**src/rtl/host_output_schedule_pkg.sv**
```systemverilog
// Shared definitions for the strict-priority host descriptor scheduler.
package host_output_schedule_pkg;

    localparam int DESC_W  = 13;
    localparam int NUM_CLS = 3;

    localparam logic [1:0] CLS_TS  = 2'd0;
    localparam logic [1:0] CLS_RC  = 2'd1;
    localparam logic [1:0] CLS_BE  = 2'd2;
    localparam logic [1:0] CLS_INV = 2'd3;

    typedef enum logic [1:0] {
        ST_IDLE  = 2'd0,
        ST_ISSUE = 2'd1,
        ST_GUARD = 2'd2
    } sched_state_e;

    typedef struct packed {
        logic [3:0] inport;
        logic [8:0] bufid;
    } desc_t;

    typedef struct packed {
        desc_t      desc;
        logic [1:0] cls;
    } enq_req_t;

endpackage

```
**src/rtl/hos_desc_fifo.sv**
```systemverilog
// Register FIFO for one traffic class; head is combinational from the read pointer.
module hos_desc_fifo
    import host_output_schedule_pkg::*;
#(
    parameter int DEPTH_LOG2 = 4
) (
    input  logic  gclk,
    input  logic  grst_n,
    input  logic  push,
    input  desc_t push_data,
    input  logic  pop,
    output desc_t head,
    output logic  full,
    output logic  empty
);

    localparam int DEPTH = 1 << DEPTH_LOG2;
    typedef logic [DEPTH_LOG2:0] ptr_t;

    desc_t mem [DEPTH];
    ptr_t  wr_ptr, rd_ptr;
    logic  do_push, do_pop;

    assign empty   = (wr_ptr == rd_ptr);
    assign full    = (wr_ptr[DEPTH_LOG2] != rd_ptr[DEPTH_LOG2]) &&
                     (wr_ptr[DEPTH_LOG2-1:0] == rd_ptr[DEPTH_LOG2-1:0]);
    assign do_push = push && !full;
    assign do_pop  = pop && !empty;
    assign head    = mem[rd_ptr[DEPTH_LOG2-1:0]];

    always_ff @(posedge gclk or negedge grst_n) begin
        if (!grst_n) begin
            wr_ptr <= '0;
            rd_ptr <= '0;
        end else begin
            if (do_push) wr_ptr <= wr_ptr + ptr_t'(1);
            if (do_pop)  rd_ptr <= rd_ptr + ptr_t'(1);
        end
    end

    always_ff @(posedge gclk) begin
        if (do_push) mem[wr_ptr[DEPTH_LOG2-1:0]] <= push_data;
    end

endmodule

```
**src/rtl/host_output_schedule.sv**
```systemverilog
// Strict-priority (TS > RC > BE) scheduler feeding host_tx one descriptor at a time,
// with a guard window after each issue while host_tx drops its ready.
module host_output_schedule
    import host_output_schedule_pkg::*;
#(
    parameter int DEPTH_LOG2   = 4,
    parameter int GUARD_CYCLES = 2
) (
    input  logic              i_clk,
    input  logic              i_rst_n,
    input  logic [DESC_W-1:0] iv_pkt_descriptor,
    input  logic [1:0]        iv_pkt_class,
    input  logic              i_pkt_descriptor_wr,
    output logic [DESC_W-1:0] ov_pkt_descriptor,
    output logic              o_pkt_descriptor_wr,
    input  logic              i_pkt_descriptor_ready,
    output logic [2:0]        ov_queue_empty,
    output logic              o_discard_pulse,
    output logic [15:0]       ov_discard_cnt,
    output logic [1:0]        ov_sched_state
);

    localparam int GW = (GUARD_CYCLES > 0) ? $clog2(GUARD_CYCLES + 1) : 1;
    localparam logic [1:0] CLS_CODE [NUM_CLS] = '{CLS_TS, CLS_RC, CLS_BE};

    enq_req_t           req;
    logic [NUM_CLS-1:0] push, pop, full, empty, sel;
    desc_t              head [NUM_CLS];
    desc_t              issue_desc, last_desc_q;
    logic               drop, issuing;
    sched_state_e       state_q, state_d;
    logic [GW-1:0]      guard_q;

    assign req = {iv_pkt_descriptor, iv_pkt_class};

    for (genvar c = 0; c < NUM_CLS; c++) begin : g_cls
        assign push[c] = i_pkt_descriptor_wr && (req.cls == CLS_CODE[c]) && !full[c];

        hos_desc_fifo #(.DEPTH_LOG2(DEPTH_LOG2)) u_fifo (
            .gclk      (i_clk),
            .grst_n    (i_rst_n),
            .push      (push[c]),
            .push_data (req.desc),
            .pop       (pop[c]),
            .head      (head[c]),
            .full      (full[c]),
            .empty     (empty[c])
        );
    end

    // Any write that found no accepting queue (invalid class or full) is a drop;
    // full is taken from pre-edge pointers so a same-cycle pop never frees room.
    assign drop = i_pkt_descriptor_wr && (push == '0);

    always_comb begin
        sel        = '0;
        issue_desc = '0;
        for (int c = NUM_CLS - 1; c >= 0; c--) begin
            if (!empty[c]) begin
                sel        = '0;
                sel[c]     = 1'b1;
                issue_desc = head[c];
            end
        end
    end

    assign issuing = (state_q == ST_ISSUE) && !(&empty);
    assign pop     = issuing ? sel : '0;

    always_comb begin
        state_d = state_q;
        case (state_q)
            ST_IDLE:  if (!(&empty) && i_pkt_descriptor_ready) state_d = ST_ISSUE;
            ST_ISSUE: state_d = ST_GUARD;
            ST_GUARD: if (guard_q <= GW'(1)) state_d = ST_IDLE;
            default:  state_d = ST_IDLE;
        endcase
    end

    always_ff @(posedge i_clk or negedge i_rst_n) begin
        if (!i_rst_n) begin
            state_q         <= ST_IDLE;
            guard_q         <= '0;
            last_desc_q     <= '0;
            o_discard_pulse <= 1'b0;
            ov_discard_cnt  <= '0;
        end else begin
            state_q <= state_d;
            if (state_q == ST_ISSUE)
                guard_q <= GW'(GUARD_CYCLES);
            else if (state_q == ST_GUARD && guard_q != '0)
                guard_q <= guard_q - GW'(1);
            if (issuing) last_desc_q <= issue_desc;
            o_discard_pulse <= drop;
            if (drop && ov_discard_cnt != 16'hFFFF)
                ov_discard_cnt <= ov_discard_cnt + 16'd1;
        end
    end

    assign ov_pkt_descriptor   = issuing ? issue_desc : last_desc_q;
    assign o_pkt_descriptor_wr = issuing;
    assign ov_queue_empty      = empty;
    assign ov_sched_state      = state_q;

endmodule

```
**config.mk**
```make
export PLATFORM = sky130hd
export DESIGN_NAME = host_output_schedule
export DESIGN_NICKNAME = d
export VERILOG_FILES = /design/src/rtl/host_output_schedule_pkg.sv /design/src/rtl/hos_desc_fifo.sv /design/src/rtl/host_output_schedule.sv
export SDC_FILE = /design/constraint.sdc
export NUM_CORES = 1
export LEC_CHECK = 0
export CAP_MARGIN = 40
export CELL_PAD_IN_SITES_DETAIL_PLACEMENT = 0
export CELL_PAD_IN_SITES_GLOBAL_PLACEMENT = 1
export CORE_MARGIN = 2
export CORE_UTILIZATION = 56
export CTS_CLUSTER_SIZE = 40
export DETAILED_ROUTE_END_ITERATION = 10
export HOLD_SLACK_MARGIN = 0.06
export PLACE_DENSITY_LB_ADDON = 0.1
export SLEW_MARGIN = 20
export SYNTH_ARGS = -nofsm -noshare
export SYNTH_HDL_FRONTEND = slang
export SYNTH_HIERARCHICAL = 1
export SYNTH_SLANG_ARGS = --single-unit
```
**constraint.sdc**
```tcl
create_clock -name i_clk -period 8.35 [get_ports i_clk]
set_input_delay 2.0875 -clock i_clk [delete_from_list [all_inputs] [get_ports i_clk]]
set_output_delay 2.0875 -clock i_clk [all_outputs]
set_load 0.03 [all_outputs]
```
* Word-level counts from Yosys, hierarchy flattened *
Memories as Yosys holds them, arrays and structs flattened.
Cells that the tools add are included.

operators by class
  $add $sub $neg = 8
  order comparisons = 1
  equal/unequal tests = 16
  mux-type cells = 19
  reduce and logical (&&, ||, !) cells = 34

operators by type and width
  cell                                                 count
  2-to-1 mux 13 bit                                    4
  adder 5 x 1 -> 5 bit, second input constant          6
  logical AND 1 bit                                    20
  adder 16 x 1 -> 16 bit, second input constant        1
  != test 16 bit, second input constant                1
  equality test 5 bit                                  3
  equality test 4 bit                                  3
  2-to-1 mux 3 bit                                     4
  2-to-1 mux 2 bit                                     4
  zero test 1 bit                                      7
  2-to-1 mux 1 bit                                     6
  case mux 2 bit (3 select lines)                      1
  equality test 2 x 1 -> 1 bit, second input constant  2
  equality test 2 bit, second input constant           2
  zero test 2 bit                                      2
  != test 2 bit, second input constant                 2
  nonzero test 2 bit                                   2
  zero test 3 bit                                      1
  != test 1 bit                                        3
  AND reduction 3 bit                                  1
  <= comparator 2 x 1 -> 1 bit, second input constant  1
  AND reduction 2 bit                                  1
  subtractor 2 x 1 -> 2 bit, second input constant     1

word-level totals
  register bits = 64
  memory bits (writable) = 624
  input bits = 19
  output and inout bits = 36
  word-level logic and storage cells = 93
  memories = 3

memories
  memory               words  bits a word  read ports  clocked after Yosys merged registers in  write ports  RTL line             text
  g_cls[0].u_fifo.mem  16     13           1           0                                        1            hos_desc_fifo.sv:20  desc_t mem [DEPTH];
  g_cls[1].u_fifo.mem  16     13           1           0                                        1            hos_desc_fifo.sv:20
  g_cls[2].u_fifo.mem  16     13           1           0                                        1            hos_desc_fifo.sv:20

* Longest topological paths before layout *
  word-level depth = 7
  depth in mapped cells = 11
  gate-level depth less buffers = 8

* By module *
The synthesis kept the hierarchy.

by module, submodules not included
  module                               instances  cells each  area an instance (sq um)  sequential area each (sq um)
  hos_desc_fifo (g_cls[1].u_fifo ...)  2          397         8558.2                    6496.2
  hos_desc_fifo (g_cls[0].u_fifo)      1          398         8574.5                    6496.2
  host_output_schedule                 1          194         1893.1                    850.8

* Worst setup path before layout *
No wires, ideal clock.

  path kind = register to output
  start = register g_cls[0].u_fifo.rd_ptr[1]
  end = output ov_pkt_descriptor[11]
  data arrival time = 2775 ps
  data required time = 6262 ps
  setup slack = 3487 ps
  cell stages (with the launch flop) = 11
  buffers on the path = 4
  cells stage by stage = dfrtp_1 buf_6 xnor2_1 nand4_1 buf_6 nor2_1 clkbuf_1 clkbuf_1 nor2_1 a211oi_1 a21o_1

between the ends
  word-level cells in the longest chain between the ends = 5
  elaborated cells between the ends (all ways) = 7
  classes of those cells = eq/ne (1); mux (2); reduce/logical (3); memory (1)

ends and longest elaborated chain
  what                    RTL line                    text
  start, declared         hos_desc_fifo.sv:21         ptr_t wr_ptr, rd_ptr;
  start signal, assigned  hos_desc_fifo.sv:37         if (do_pop) rd_ptr <= rd_ptr + ptr_t'(1);
  equality test 5 bit *   hos_desc_fifo.sv:24         assign empty = (wr_ptr == rd_ptr);
  via ov_queue_empty[0]   host_output_schedule.sv:17  output logic [2:0] ov_queue_empty,
  AND reduction 3 bit     host_output_schedule.sv:67  assign issuing = (state_q == ST_ISSUE) && !(&empty);
  zero test 1 bit         host_output_schedule.sv:67
  logical AND 1 bit       host_output_schedule.sv:67
  2-to-1 mux 13 bit *     n/a
  end, declared           host_output_schedule.sv:14  output logic [DESC_W-1:0] ov_pkt_descriptor,

Mark *: on every way through the listed nets, which the timed path passes. The rest lies on a longest branch.

* Worst setup path in the final report *
  start = register g_cls[0].u_fifo.rd_ptr[2]
  end = output ov_pkt_descriptor[0]

between the ends
  word-level cells in the longest chain between the ends = 5
  elaborated cells between the ends (all ways) = 7
  classes of those cells = eq/ne (1); mux (2); reduce/logical (3); memory (1)

ends and longest elaborated chain
  what
  branches (longest 4 deep; another with memory read (16 x 13 bit))
  2-to-1 mux 13 bit *

Every way passes the cells marked *.

==> flow_metrics.env <==
export IMPL_ff_latch_area_um2=20400
export IMPL_finalClockSkew_ns=0.0245
export IMPL_cts_resized=0
export IMPL_dr_pass1_iters=7
export IMPL_gp_congestion=0.808
export IMPL_drt_iter0_drc=1403
export IMPL_clkLatencyLatePin_ns=0.59
export IMPL_grt_pass1_vias=14100
export IMPL_dieArea_um2=51000
export IMPL_max_cap_violations=0
export IMPL_ys_warn_count=6
export IMPL_dp_hpwl_um=37800
export IMPL_synth_ff_type="edfxtp_1"
export IMPL_area_growth_pct=15.4
export IMPL_fmax_ghz=0.147
export IMPL_finalSetupTns_ns=0
export IMPL_critPathLaunchType="register"
export IMPL_ff2ff_setup_slack_ns=4.50
export IMPL_synth_edf_count=624
export IMPL_overflow=0
export IMPL_avgSynthCellArea_um2=19.9
export IMPL_worstPathArrival_ns=4.73
export IMPL_worstPathMaxFanout=27
export IMPL_cts_tree="yes"
export IMPL_grt_pass1_wl_um=90700
export IMPL_netlist_area_um2=27600
export IMPL_root_buffer="clkbuf_16"
export IMPL_crit_path_top_delay_cell="dfrtp_2"
export IMPL_path_cells="xnor2_1 > nand4_1 > nor2_2 > nor2b_1 > a21oi_1 > nor2_1 > a221o_1 > clkdlybuf4s50_1"
export IMPL_vias=13700
export IMPL_cts_path_max_buffers=3
export IMPL_drt_total_wl_um=60800
export IMPL_worst_pin_slew_ns=0.836
export IMPL_ios=55
export IMPL_synth_top_area_share_pct=67.9
export IMPL_vias_per_cell=6.13
export IMPL_post_cts_buffers=0
export IMPL_hold_slack_ns=0.493
export IMPL_p_leak_nw=10.5
export IMPL_grt_max_degree=56
export IMPL_nFillCells=3280
export IMPL_core_area_um2=48700
export IMPL_relSlewSlack_pct=44.3
export IMPL_yosysTopAreaCell="edfxtp_1"
export IMPL_synth_fp_nets=1423
export IMPL_num_rows=81
export IMPL_syn_instance_count=1386
export IMPL_wl_per_cell_um=27.1
export IMPL_h_tree_depth=3
export IMPL_critPathMaxStageDelay_ns=0.81
export IMPL_worst_setup_path_end_kind="output port"
export IMPL_final_max_slew_viol_count=0
export IMPL_fin_crit_ns=6.82
export IMPL_synth_most_common_cell="edfxtp_1"
export IMPL_fp_dieW_um=226
export IMPL_status="completed"
export IMPL_ant_nets=0
export IMPL_cp_top_family="simple AND/OR/NAND/NOR gates"
export IMPL_synth_cell_types=54
export IMPL_fin_crit_sh_pct=81.6
export IMPL_drive_above_1_share_pct=25.1
export IMPL_portBuffers=54
export IMPL_start_util_pct=56.6
export IMPL_cts_sinks=688
export IMPL_die_height_um=226
export IMPL_timing_worst_setup_path_type="register to output port"
export IMPL_hold_violations=0
export IMPL_drc=0
export IMPL_required_ns=6.26
export IMPL_multi_input_area_um2=6960
export IMPL_hold_path_class="register to register"
export IMPL_cts_buffers_inserted=70
export IMPL_async_flop_share_pct=9.30
export IMPL_ys_seq_area_share_pct=73.7
export IMPL_synth_area_leaders="edfxtp_1, mux4_2, dfrtp_1"
export IMPL_clk_pin_slew_ns=0.06
export IMPL_grt_util_all_layers_pct=24.8
export IMPL_synth_common_cells="edfxtp_1, mux4_2, a22oi_1"
export IMPL_setup_viol=0
export IMPL_grt_setup_unrepaired="no"
export IMPL_cellPowerDensity_nw_per_um2=305
export IMPL_vdd_ir_drop_max_v=0.000210
export IMPL_ys_seq_elements=688
export IMPL_critPathBufInv=1
export IMPL_power_mw=9.71
export IMPL_antenna_found_initial=1
export IMPL_cts_hold_buf=0
export IMPL_num_nets_final=1565
[registers in the layout, indices dropped and copies added, names as in the netlist]
signal / cells
o_discard_pulse: 1
last_desc_q: 13
g_cls.u_fifo/wr_ptr: 15
ov_discard_cnt: 16
guard_q: 2
g_cls.u_fifo/rd_ptr: 15
g_cls.u_fifo/mem: 624
ov_sched_state: 2
[cells in the final DEF, fill, tap and decap left out, types with 8 or more instances in the layout]
master           instances
ha_1                    18
xor2_1                  12
a21oi_1                 19
mux4_2                 123
nor2_1                  32
nor4_2                   9
mux4_1                  33
nand3_1                  9
nor3_2                  30
a211oi_1                10
o211ai_1                10
buf_4                   66
nor2b_1                 21
xnor2_1                 33
buf_2                   15
inv_1                   12
clkbuf_1                16
edfxtp_1               624
nand2_1                 69
a22oi_1                 79
clkdlybuf4s50_1         40
clkbuf_16               73
and3_1                   8
dfrtp_1                 58
buf_12                   9
[power breakdown]
part / switching, mW / internal [mW] / leakage [nW]
Sequential: 0.251 / 3.95 / 6.43
Clock: 1.25 / 1.85 / 1.09
Combinational: 1.39 / 1.02 / 3.00
[metrics by stage]
stage	std cells	util, %	instance area, um2	setup slack (ns)
after floorplan	1386	-	27600	3.49
after global placement	2099	59.8	29100	2.30
after detailed placement	2118	60.6	29500	2.25
after CTS	2238	65.2	31800	1.59
after global routing	2240	65.3	31800	1.32
final	2241	65.3	31800	1.53
[area by class of cell]
class	count	share of cell area (%)
Sequential cell	688	63.9
Multi-Input combinational cell	615	21.9
Clock buffer	93	6.10
Timing Repair Buffer	140	4.30
Tap cell	664	2.61
Clock inverter	27	1.01
Inverter	13	0.153
Antenna cell	1	0.00786
[worst reg2reg max path: cells and delay by family (launching register included)]
| kind | cells | cell delay (ns) |
|---|---|---|
| and+or+nand+nor | 4 | 2.22 |
| xor gates and xnor gates | 1 | 0.20 |
| muxes | 1 | 0.31 |
| AOI/OAI and AO/OA | 1 | 0.19 |
| DFF | 1 | 0.81 |
[routing by layer]
metal	global-route usage (%)	vias up	part of all wire (%)
met3	4.89	97	6.4
met4	8.08	0	2.9
met5	0	-	0
li1	-	6003	-
met2	38.6	436	47
met1	36.0	7196	43
[path summary, 6_finish.rpt]
check	start	endpoint	depth (start not counted)
worst max-delay path	g_cls[0].u_fifo/rd_ptr[2]	ov_pkt_descriptor[0]	8
worst min-delay path	last_desc_q[6]	last_desc_q[6]	1
worst max register to register	g_cls[0].u_fifo/rd_ptr[2]	g_cls[1].u_fifo/rd_ptr[1]	7
worst min register to register	last_desc_q[6]	last_desc_q[6]	1
max in group asynchronous	i_rst_n	g_cls[0].u_fifo/rd_ptr[1]	2
min in group asynchronous	i_rst_n	ov_discard_cnt[14]	1
[logic make-up after synthesis]
logic type / count (synthesis) / synth area share (%)
AO/OA/AOI/OAI: 159 / 4.30
multiplexers: 168 / 13.7
XOR/XNOR: 45 / 1.43
adder cells (fa/ha/maj): 18 / 0.816
buffers and inverters: 83 / 1.82
flip-flops: 688 / 73.7
AND/OR/NAND/NOR: 225 / 4.19
No activity file was read; power rests on OpenSTA's default activity.
